### src/rtl/stopwatch_ctl.sv
// MM:SS stopwatch controller: button sync/edge detect, start/pause/lap FSM, BCD time count.
// Optional lap-freeze feature enabled by defining STOPWATCH_LAP_EN.
module stopwatch_ctl #(
  parameter int unsigned TICK_DIV = 100000000
) (
  input  logic       clk,
  input  logic       rst,
  input  logic       btn_start,
  input  logic       btn_lap,
  output logic [3:0] digit3,
  output logic [3:0] digit2,
  output logic [3:0] digit1,
  output logic [3:0] digit0,
  output logic       running,
  output logic       wrap
);

  localparam int unsigned PW = $clog2(TICK_DIV);

`ifdef STOPWATCH_LAP_EN
  typedef enum logic [1:0] {IDLE, RUN, PAUSE, LAP} state_t;
`else
  typedef enum logic [1:0] {IDLE, RUN, PAUSE} state_t;
`endif

  state_t        state, state_next;
  logic [1:0]    sync_start, sync_lap;
  logic          start_d, lap_d;
  logic [1:0]    settle;
  logic          armed;
  logic          start_ev, lap_ev;
  logic [PW-1:0] presc;
  logic [3:0]    sec0, sec1, min0, min1;
  logic [3:0]    nsec0, nsec1, nmin0, nmin1;
  logic          counting, tick, at_max, show_live;

  // Edges are masked until the synchronizer holds two post-reset samples,
  // so a level already high at reset release never produces an event.
  assign armed    = (settle == 2'd3);
  assign start_ev = sync_start[1] & ~start_d & armed;
  assign lap_ev   = sync_lap[1] & ~lap_d & armed & ~start_ev;

`ifdef STOPWATCH_LAP_EN
  assign counting  = (state == RUN) || (state == LAP);
  assign show_live = !((state == LAP) && (state_next == LAP));
`else
  assign counting  = (state == RUN);
  assign show_live = 1'b1;
`endif

  assign tick   = counting && (presc == PW'(TICK_DIV - 1));
  assign at_max = ({min1, min0, sec1, sec0} == 16'h5959);

  // Next-state logic; start has priority over lap.
  always_comb begin
    state_next = state;
    case (state)
      IDLE:    if (start_ev) state_next = RUN;
`ifdef STOPWATCH_LAP_EN
      RUN:     if (start_ev) state_next = PAUSE;
               else if (lap_ev) state_next = LAP;
      LAP:     if (start_ev) state_next = PAUSE;
               else if (lap_ev) state_next = RUN;
`else
      RUN:     if (start_ev) state_next = PAUSE;
`endif
      PAUSE:   if (start_ev) state_next = RUN;
               else if (lap_ev) state_next = IDLE;
      default: state_next = IDLE;
    endcase
  end

  // Cascaded BCD increment of MM:SS.
  always_comb begin
    nsec0 = sec0;
    nsec1 = sec1;
    nmin0 = min0;
    nmin1 = min1;
    if (sec0 == 4'd9) begin
      nsec0 = 4'd0;
      if (sec1 == 4'd5) begin
        nsec1 = 4'd0;
        if (min0 == 4'd9) begin
          nmin0 = 4'd0;
          nmin1 = (min1 == 4'd5) ? 4'd0 : min1 + 4'd1;
        end else begin
          nmin0 = min0 + 4'd1;
        end
      end else begin
        nsec1 = sec1 + 4'd1;
      end
    end else begin
      nsec0 = sec0 + 4'd1;
    end
  end

  always_ff @(posedge clk) begin
    if (rst) begin
      state      <= IDLE;
      sync_start <= 2'b00;
      sync_lap   <= 2'b00;
      start_d    <= 1'b0;
      lap_d      <= 1'b0;
      settle     <= 2'd0;
      presc      <= '0;
      {min1, min0, sec1, sec0} <= 16'h0000;
      {digit3, digit2, digit1, digit0} <= 16'h0000;
      running    <= 1'b0;
      wrap       <= 1'b0;
    end else begin
      state      <= state_next;
      sync_start <= {sync_start[0], btn_start};
      sync_lap   <= {sync_lap[0], btn_lap};
      start_d    <= sync_start[1];
      lap_d      <= sync_lap[1];
      if (!armed) settle <= settle + 2'd1;

      if (state_next == IDLE) begin
        presc <= '0;
        {min1, min0, sec1, sec0} <= 16'h0000;
      end else if (counting) begin
        presc <= tick ? '0 : presc + PW'(1);
        if (tick) {min1, min0, sec1, sec0} <= {nmin1, nmin0, nsec1, nsec0};
      end

      // Digits freeze only while staying in LAP; the RUN->LAP edge captures the live count.
      if (show_live) {digit3, digit2, digit1, digit0} <= {min1, min0, sec1, sec0};

`ifdef STOPWATCH_LAP_EN
      running <= (state_next == RUN) || (state_next == LAP);
`else
      running <= (state_next == RUN);
`endif
      wrap    <= tick && at_max;
    end
  end

endmodule

### config.mk
export PLATFORM = sky130hd
export DESIGN_NAME = stopwatch_ctl
export DESIGN_NICKNAME = d
export VERILOG_FILES = /design/src/rtl/stopwatch_ctl.sv
export SDC_FILE = /design/constraint.sdc
export NUM_CORES = 1
export LEC_CHECK = 0
export CAP_MARGIN = 20
export CELL_PAD_IN_SITES_DETAIL_PLACEMENT = 2
export CELL_PAD_IN_SITES_GLOBAL_PLACEMENT = 2
export CORE_MARGIN = 2
export CORE_UTILIZATION = 36
export CTS_CLUSTER_DIAMETER = 120
export DETAILED_ROUTE_END_ITERATION = 12
export PLACE_DENSITY_LB_ADDON = 0.1
export SYNTH_ARGS = -nofsm -noshare
export SYNTH_HDL_FRONTEND = slang
export SYNTH_SLANG_ARGS = --single-unit
### constraint.sdc
create_clock -name clk -period 2.4 [get_ports clk]
set_input_delay 0.24 -clock clk [delete_from_list [all_inputs] [get_ports clk]]
set_output_delay 0.24 -clock clk [all_outputs]
set_load 0.03 [all_outputs]
# After elaboration in Yosys (flattened, before gate mapping)
# Cells that the tools add are included.
# totals
reg_bits,71
input_bits,4
out_inout_bits,18
word_cells,60
# op_classes
addsub,6
eq_ne,10
n_mux,10
n_bitwise,8
reduce_logical,9
# ops
operator,n
"27-bit by 1-bit adder with 27-bit output, second input constant",1
"27-bit equality test, second input constant",1
27-bit two-way mux,1
"4-bit by 1-bit adder with 4-bit output, second input constant",4
"16-bit by 15-bit equality test with 1-bit output, second input constant",1
4-bit two-way mux,4
"4-bit by 3-bit equality test with 1-bit output, second input constant",2
"4-bit equality test, second input constant",2
2-bit two-way mux,4
2-bit one-hot mux with 3 select lines,1
1-bit bitwise AND,5
5-bit AND reduction,1
"2-bit by 1-bit equality test with 1-bit output, second input constant",2
"2-bit equality test, second input constant",2
2-bit zero test,2
4-bit AND reduction,1
1-bit inverter,3
3-bit AND reduction,1
"2-bit by 1-bit adder with 2-bit output, second input constant",1
1-bit logical AND,2
2-bit AND reduction,1
2-bit OR reduction,1

# Logic depth before layout (Yosys ltp)
# Gate-level depths: netlist of the first run.
# depth
word_depth,10
depth_mapped,8
depth_no_buf,6

# Worst setup path after synthesis of the first run
# OpenSTA, ideal clock, no wires.
# synth_path
kind,reg-to-reg
start,register state[1]
end,register min1[1]
setup_ps,114
arrival_ps,1736
required_time_ps,2286
path_slack_ps,549
path_stages_with_launch,6
path_buffers,0
synth_period_minus_slack_ps,1851
cell_sequence,dfxtp_1 > nand3b_2 > or4_4 > nor4_4 > mux2i_1 > nor2_1
# synth_between
elab_chain_len,5
word_cells_on_any_way,12
classes_between,2 x eq/ne; 5 x mux; 5 x reduce/logical
# synth_lines
element,line_no,rtl
"start, declared",26,"state_t state, state_next;"
"start signal, assigned",111,state <= state_next;
2-bit two-way mux,68,else if (lap_ev) state_next = IDLE;
2-bit two-way mux,67,PAUSE: if (start_ev) state_next = RUN;
2-bit one-hot mux with 3 select lines,57,case (state)
2-bit zero test,118,if (state_next == IDLE) begin
2-bit OR reduction (no source line),-,
"end signal, assigned",123,"if (tick) {min1, min0, sec1, sec0} <= {nmin1, nmin0, nsec1, nsec0};"
"end, declared",33,"logic [3:0] sec0, sec1, min0, min1;"
# Parallel ways exist; a longest one is shown, timed or not.
# A chain may end at the register's enable or synchronous reset.

# Worst setup path after layout of the first run
# layout_path
start,register presc[17]
end,register min1[1]
# layout_between
elab_chain_len,3
# layout_lines
element,line_no,rtl
"start, declared",32,logic [PW-1:0] presc;
"start signal, assigned",122,presc <= tick ? '0 : presc + PW'(1);
27-bit equality test,51,assign tick = counting && (presc == PW'(TICK_DIV - 1));
1-bit logical AND,51,
5-bit AND reduction (no source line),-,
# Every way passes these cells.

==> flow_summary.ini, run 1 <==
[run_status]
status = finished clean

[clock_tree]
cts_sinks = 71
h-tree-depth = 3
cts_setup_buffers = 0
cts-root-buf = clkbuf_8
clkLatencyLatePin_ps = 350
clock_path_buffers = 2
cts_tree = yes
clk_pin_slew_ps = 80
cts_inserted_buffers = 9
hold_buffers = 0
ctsResizeCount = 0

[timing]
fin_crit_sh_pct = 89.2
hold_viol = 0
setup_viol = 0
finalMaxSlewViolations = 0
max_freq_mhz = 467
setup_tns_ps = 0
slew_headroom_pct = 67.8
worstMarginPinSlew_ps = 478
finalCriticalPeriod_ps = 2140
rsz0062_at_grt = no
skew_ps = 11.0

[cells_and_area]
largest-register = presc
syn2layout_area_growth_pct = 16.9
n_antenna_cell = 0
fill_cells = 856
largest_reg_flops = 27
layout-drive-gt1-share_pct = 10.7
nets = 347

[synth]
yosysSeqAreaShare_pct = 48.7
yosys.area.top_type = dfxtp_1
synth-main-ff-cell = dfxtp_1
ys_warn_count = 0
synthesis.area_mm2 = 0.00292
synth_cell_types = 43
async_flop_share_pct = 0
synth.avg_cell_area_um2 = 9.36
synth-edff-count = 0
synthCells = 312
synthTopCellsByArea = dfxtp_1 (49%), xor2_1 (7.5%), nor2_1 (6.7%)
ys_seq_elements = 71
synth_top_area_share_pct = 48.7
synth_nets = 318

[floorplan]
row_count = 32
boundaryPins = 22
die_x_um = 94.1
die_y_um = 94.1
die_area_mm2 = 0.00885
start_util_pct = 37.4
core_area_mm2 = 0.00781

[global_route]
grt_antenna_before_repair = 0
grt_pass1_vias = 2371
grt_pass1_wl_um = 11600
gr-total-overflow = 0
grt_max_degree = 28
grt_usage_pct = 16.9

[power]
power_leakage_nw = 1.11
peakVddDrop_mv = 0.216
power_mw = 2.08
power.density_mw_per_mm2 = 608

[hold_path]
hold_class = input pin to flop
whs_path_depth = 2

[setup_path]
worst_setup_path_end_kind = flop
crit_slowest_cell = nor4_4
path_delay_family = simple AND/OR/NAND/NOR gates
cp.required_ps = 2630
path_depth = 5
arrival_ps = 2370
r2r_cells = 5
max_stage_delay_ps = 510
cp-start-kind = flop
path_class = flop to flop
cp_num_buf_inv = 0
crit_path_max_fanout = 5
crit_chain = nor4b_1 > nand4_1 > nor4_4 > mux2i_1 > nor2_1

[detailed_routing]
drc_errors = 0
antenna_left = 0
wl_per_cell_um = 15.3
routed_via_density = 5.10
firstDrtPassIters = 4
first_iter_violations = 53
vias = 2284
drt_wl_total_um = 6860

[placement]
dp.final_hpwl_um = 4870
port_buffers = 21
place_congestion = 0.752

[flow_run]
maxCapViolCount = 0
-- path summary, 6_finish.rpt --
path               start             to  slack [ps]
min            btn_start  sync_start[0]         460
max reg2reg    presc[17]        min1[1]         260
min reg2reg  sync_lap[0]    sync_lap[1]         460
max            presc[17]        min1[1]         260
-- cells in the final DEF, fill, tap and decap left out, types with 2 or more instances in the layout --
master           instances
nand3b_1                 4
inv_1                    7
nor4b_1                  2
or3_1                    2
clkinvlp_4               3
nor2_1                  52
and2_1                   3
nand2_1                 16
nand4_1                 18
nor2b_1                 20
and3_1                   4
nor4_1                   4
xor2_1                  25
clkdlybuf4s50_1         21
ha_1                     2
dfxtp_1                 71
nand3_1                 11
nor3_1                   5
mux2_2                   2
o21ai_0                  5
xnor2_1                  6
and3b_1                  2
a21oi_1                 15
clkinv_2                 3
buf_4                    7
and4bb_2                 3
clkbuf_8                 9
mux2i_1                  4
and4_1                   3
-- cell families after synthesis --
kind of cell,synth area share [%]
AND/OR/NAND/NOR,31.6
buffers and inverters,3.00
adder cells (fa/ha/maj),0.857
multiplexers,2.14
flip-flops,48.7
AO/OA/AOI/OAI,4.41
XOR/XNOR,9.30
-- final cells by class --
class	instances	area [um^2]	share of cell area, %
clock buffer	10	128	3.74
multi-input combinational	224	1410	41.3
tap	102	128	3.74
inverter	7	26.3	0.770
timing repair buffer	28	263	7.70
clock inverter	6	37.5	1.10
sequential	71	1420	41.6
-- report_power, final --
part / switching [mW] / internal [mW] / leakage [nW]
sequential: 0.00652 / 1.19 / 0.573
clock: 0.466 / 0.370 / 0.0781
combinational: 0.0244 / 0.0205 / 0.463
-- synth_stat cells, types with 2 or more instances --
library cell  instances
a21oi_1              15
and2_1                3
and3_1                4
and3b_1               2
and4_1                3
and4bb_2              3
buf_2                 3
clkbuf_1              5
clkbuf_8              2
dfxtp_1              71
ha_1                  2
inv_1                 7
mux2_2                2
mux2i_1               4
nand2_1              16
nand3_1              11
nand3b_1              4
nand4_1              18
nor2_1               52
nor2b_1              20
nor3_1                5
nor4_1                4
nor4b_1               2
o21ai_0               5
or3_1                 2
xnor2_1               6
xor2_1               25
-- metrics by stage --
stage	hold WS, ps	instance area (um^2)	setup WS, ps	util (%)	instances
CTS	443	3410	256	43.7	448
global route	433	3410	147	43.7	448
detailed placement	446	3250	326	41.6	432
floorplan	368	2920	549	-	312
global placement	434	3250	389	41.6	432
finish	456	3410	259	43.7	448
-- routing by layer --
layer	share of wire (%)	vias to the layer above	wire length, um	global-route usage (%)
met5	0	-	0	0
li1	-	1125	-	-
met1	47	1126	3240	20.8
met2	50	26	3430	28.9
met3	2.0	7	135	4.09
met4	0.79	0	54	5.80
Note: power is estimated with default switching activity, not from simulation.
==> run 2: changes to the inputs <==
- TNS_END_PERCENT: not set -> 1
==> results of run 2 <==
The final DEF is identical to that of run 1; final timing and power are the same.
==> run 3: changes to the inputs <==
- GPL_TIMING_DRIVEN: not set -> 0
- PLACE_DENSITY_LB_ADDON: 0.1 -> 0.08
==> flow_summary.ini, run 3 (synthesis gave the netlist of run 1 again) <==
[timing]
worstMarginPinSlew_ps = 1040
skew_ps = 9.64
finalCriticalPeriod_ps = 2100
setup_viol = 0
max_freq_mhz = 476
finalMaxSlewViolations = 0
fin_crit_sh_pct = 87.5
setup_tns_ps = 0
slew_headroom_pct = 29.8
hold_viol = 0
rsz0062_at_grt = no

[detailed_routing]
first_iter_violations = 51
routed_via_density = 5.05
wl_per_cell_um = 15.6
drt_wl_total_um = 7020
firstDrtPassIters = 4
drc_errors = 0
vias = 2268
antenna_left = 0

[placement]
port_buffers = 20
dp.final_hpwl_um = 4880
dpl_cell_area_mm2 = 0.00325
place_congestion = 0.704

[cells_and_area]
final_cell_mix = dfxtp_1 (71), nor2_1 (52), xor2_1 (25)
layout_commonest_cell = dfxtp_1
fin_area_mm2 = 0.00346
n_antenna_cell = 0
syn2layout_area_growth_pct = 18.5
largest_reg_flops = 27
utilization_pct = 44.3
largest-register = presc
nets = 348
layout-drive-gt1-share_pct = 11.0

[floorplan]
die_x_um = 94.1
row_count = 32
die_y_um = 94.1
core_area_mm2 = 0.00781
start_util_pct = 37.4
boundaryPins = 22
die_area_mm2 = 0.00885

[setup_path]
r2r-start = presc[4]
path_class = flop to flop
crit_path_max_fanout = 5
arrival_ps = 2370
cp-startpoint = presc[4]
worst_setup_path_end_kind = flop
rr_endpoint = min1[2]
r2r_setup_slack_ps = 300
r2r_cells = 5
cp-start-kind = flop
cp.required_ps = 2670

[global_route]
grt_usage_pct = 17.7
grt_pass1_vias = 2385
grt_pass1_wl_um = 11900
grt_antenna_before_repair = 0
grt_max_degree = 13
gr-total-overflow = 0

[hold_path]
holdPathEnd = digit2[3]
whs_path_depth = 2
hold_class = input pin to flop
min_from = rst

[clock_tree]
cts_sinks = 71
cts_inserted_buffers = 9
cts_setup_buffers = 0
clkLatencyLatePin_ps = 350
cts_tree = yes
h-tree-depth = 3
clock_path_buffers = 2
clk_pin_slew_ps = 80
hold_buffers = 0
cts-root-buf = clkbuf_8

[flow_run]
maxCapViolCount = 0

[run_status]
status = finished clean

[power]
peakVddDrop_mv = 0.237
power.density_mw_per_mm2 = 648
power_leakage_nw = 1.13
run 3: changes by cell type in the layout (fill, tap and decap cells not counted), moves of 2 or more:
cell / previous run / this run
clkbuf_1: 1 / 4
clkinvlp_4: 3 / 1
clkbuf_8: 9 / 13
buf_4: 7 / 0
buf_2: 0 / 3
run 3: metrics by stage:
stage          instances  setup slack [ps]  power (mW)  hold slack (ps)
2_1_floorplan        312               549        1.25              368
3_3_place_gp         434             -60.8        1.27              433
3_5_place_dp         434              -136        1.27              448
4_1_cts              450              14.0        2.28              290
5_1_grt              449              59.5        2.34              322
6_report             449               301        2.24              289
run 3: per-layer routing:
metal	track usage [%]	up-vias	share of wire, %	wire, um
li1	-	1127	-	-
met1	21.6	1104	46	3270
met2	30.1	26	49	3480
met3	3.37	11	1.9	136
met4	7.85	0	2.1	144
met5	0	-	0	0
run 3: layout make-up:
cell class,instances,area (um^2)
fillers,853,4350
inverters,7,26.3
clock buffers,11,151
plain buffers,9,57.6
flip-flops and latches,71,1420
multi-input cells,224,1420
clock inverters,5,56.3
repair buffers,20,200
well taps,102,128
run 3: worst max-delay path, cell delays in order, from the launching register on:
cell and delay (ps):
dfxtp_1 430, nand4_2 210, or4_4 650, nor4_4 410
nand3b_1 150, a21oi_1 180
run 3: how the worst max path moves through the flow:
| stage | endpoint | slack, ps | depth (start not counted) |
|---|---|---|---|
| 5_1_grt | presc[20] | 60 | 7 |
| 4_1_cts | presc[2] | 10 | 8 |
| 6_report | min1[2] | 300 | 5 |
| 2_1_floorplan | min1[1] | 550 | 5 |
| 3_3_place_gp | presc[23] | -60 | 8 |
| 3_5_place_dp | presc[19] | -140 | 8 |
run 3: repair_timing:
action | CTS | global route
pin swaps | 0 | 0
endpoints found under the setup margin | 20 | 20
resized for setup | 1 | 1
run 3: report_power, final:
| part | internal, mW | switching [mW] |
|---|---|---|
| logic | 0.0203 | 0.0267 |
| registers | 1.19 | 0.00662 |
| clock network | 0.535 | 0.463 |
| total | 1.74 | 0.496 |
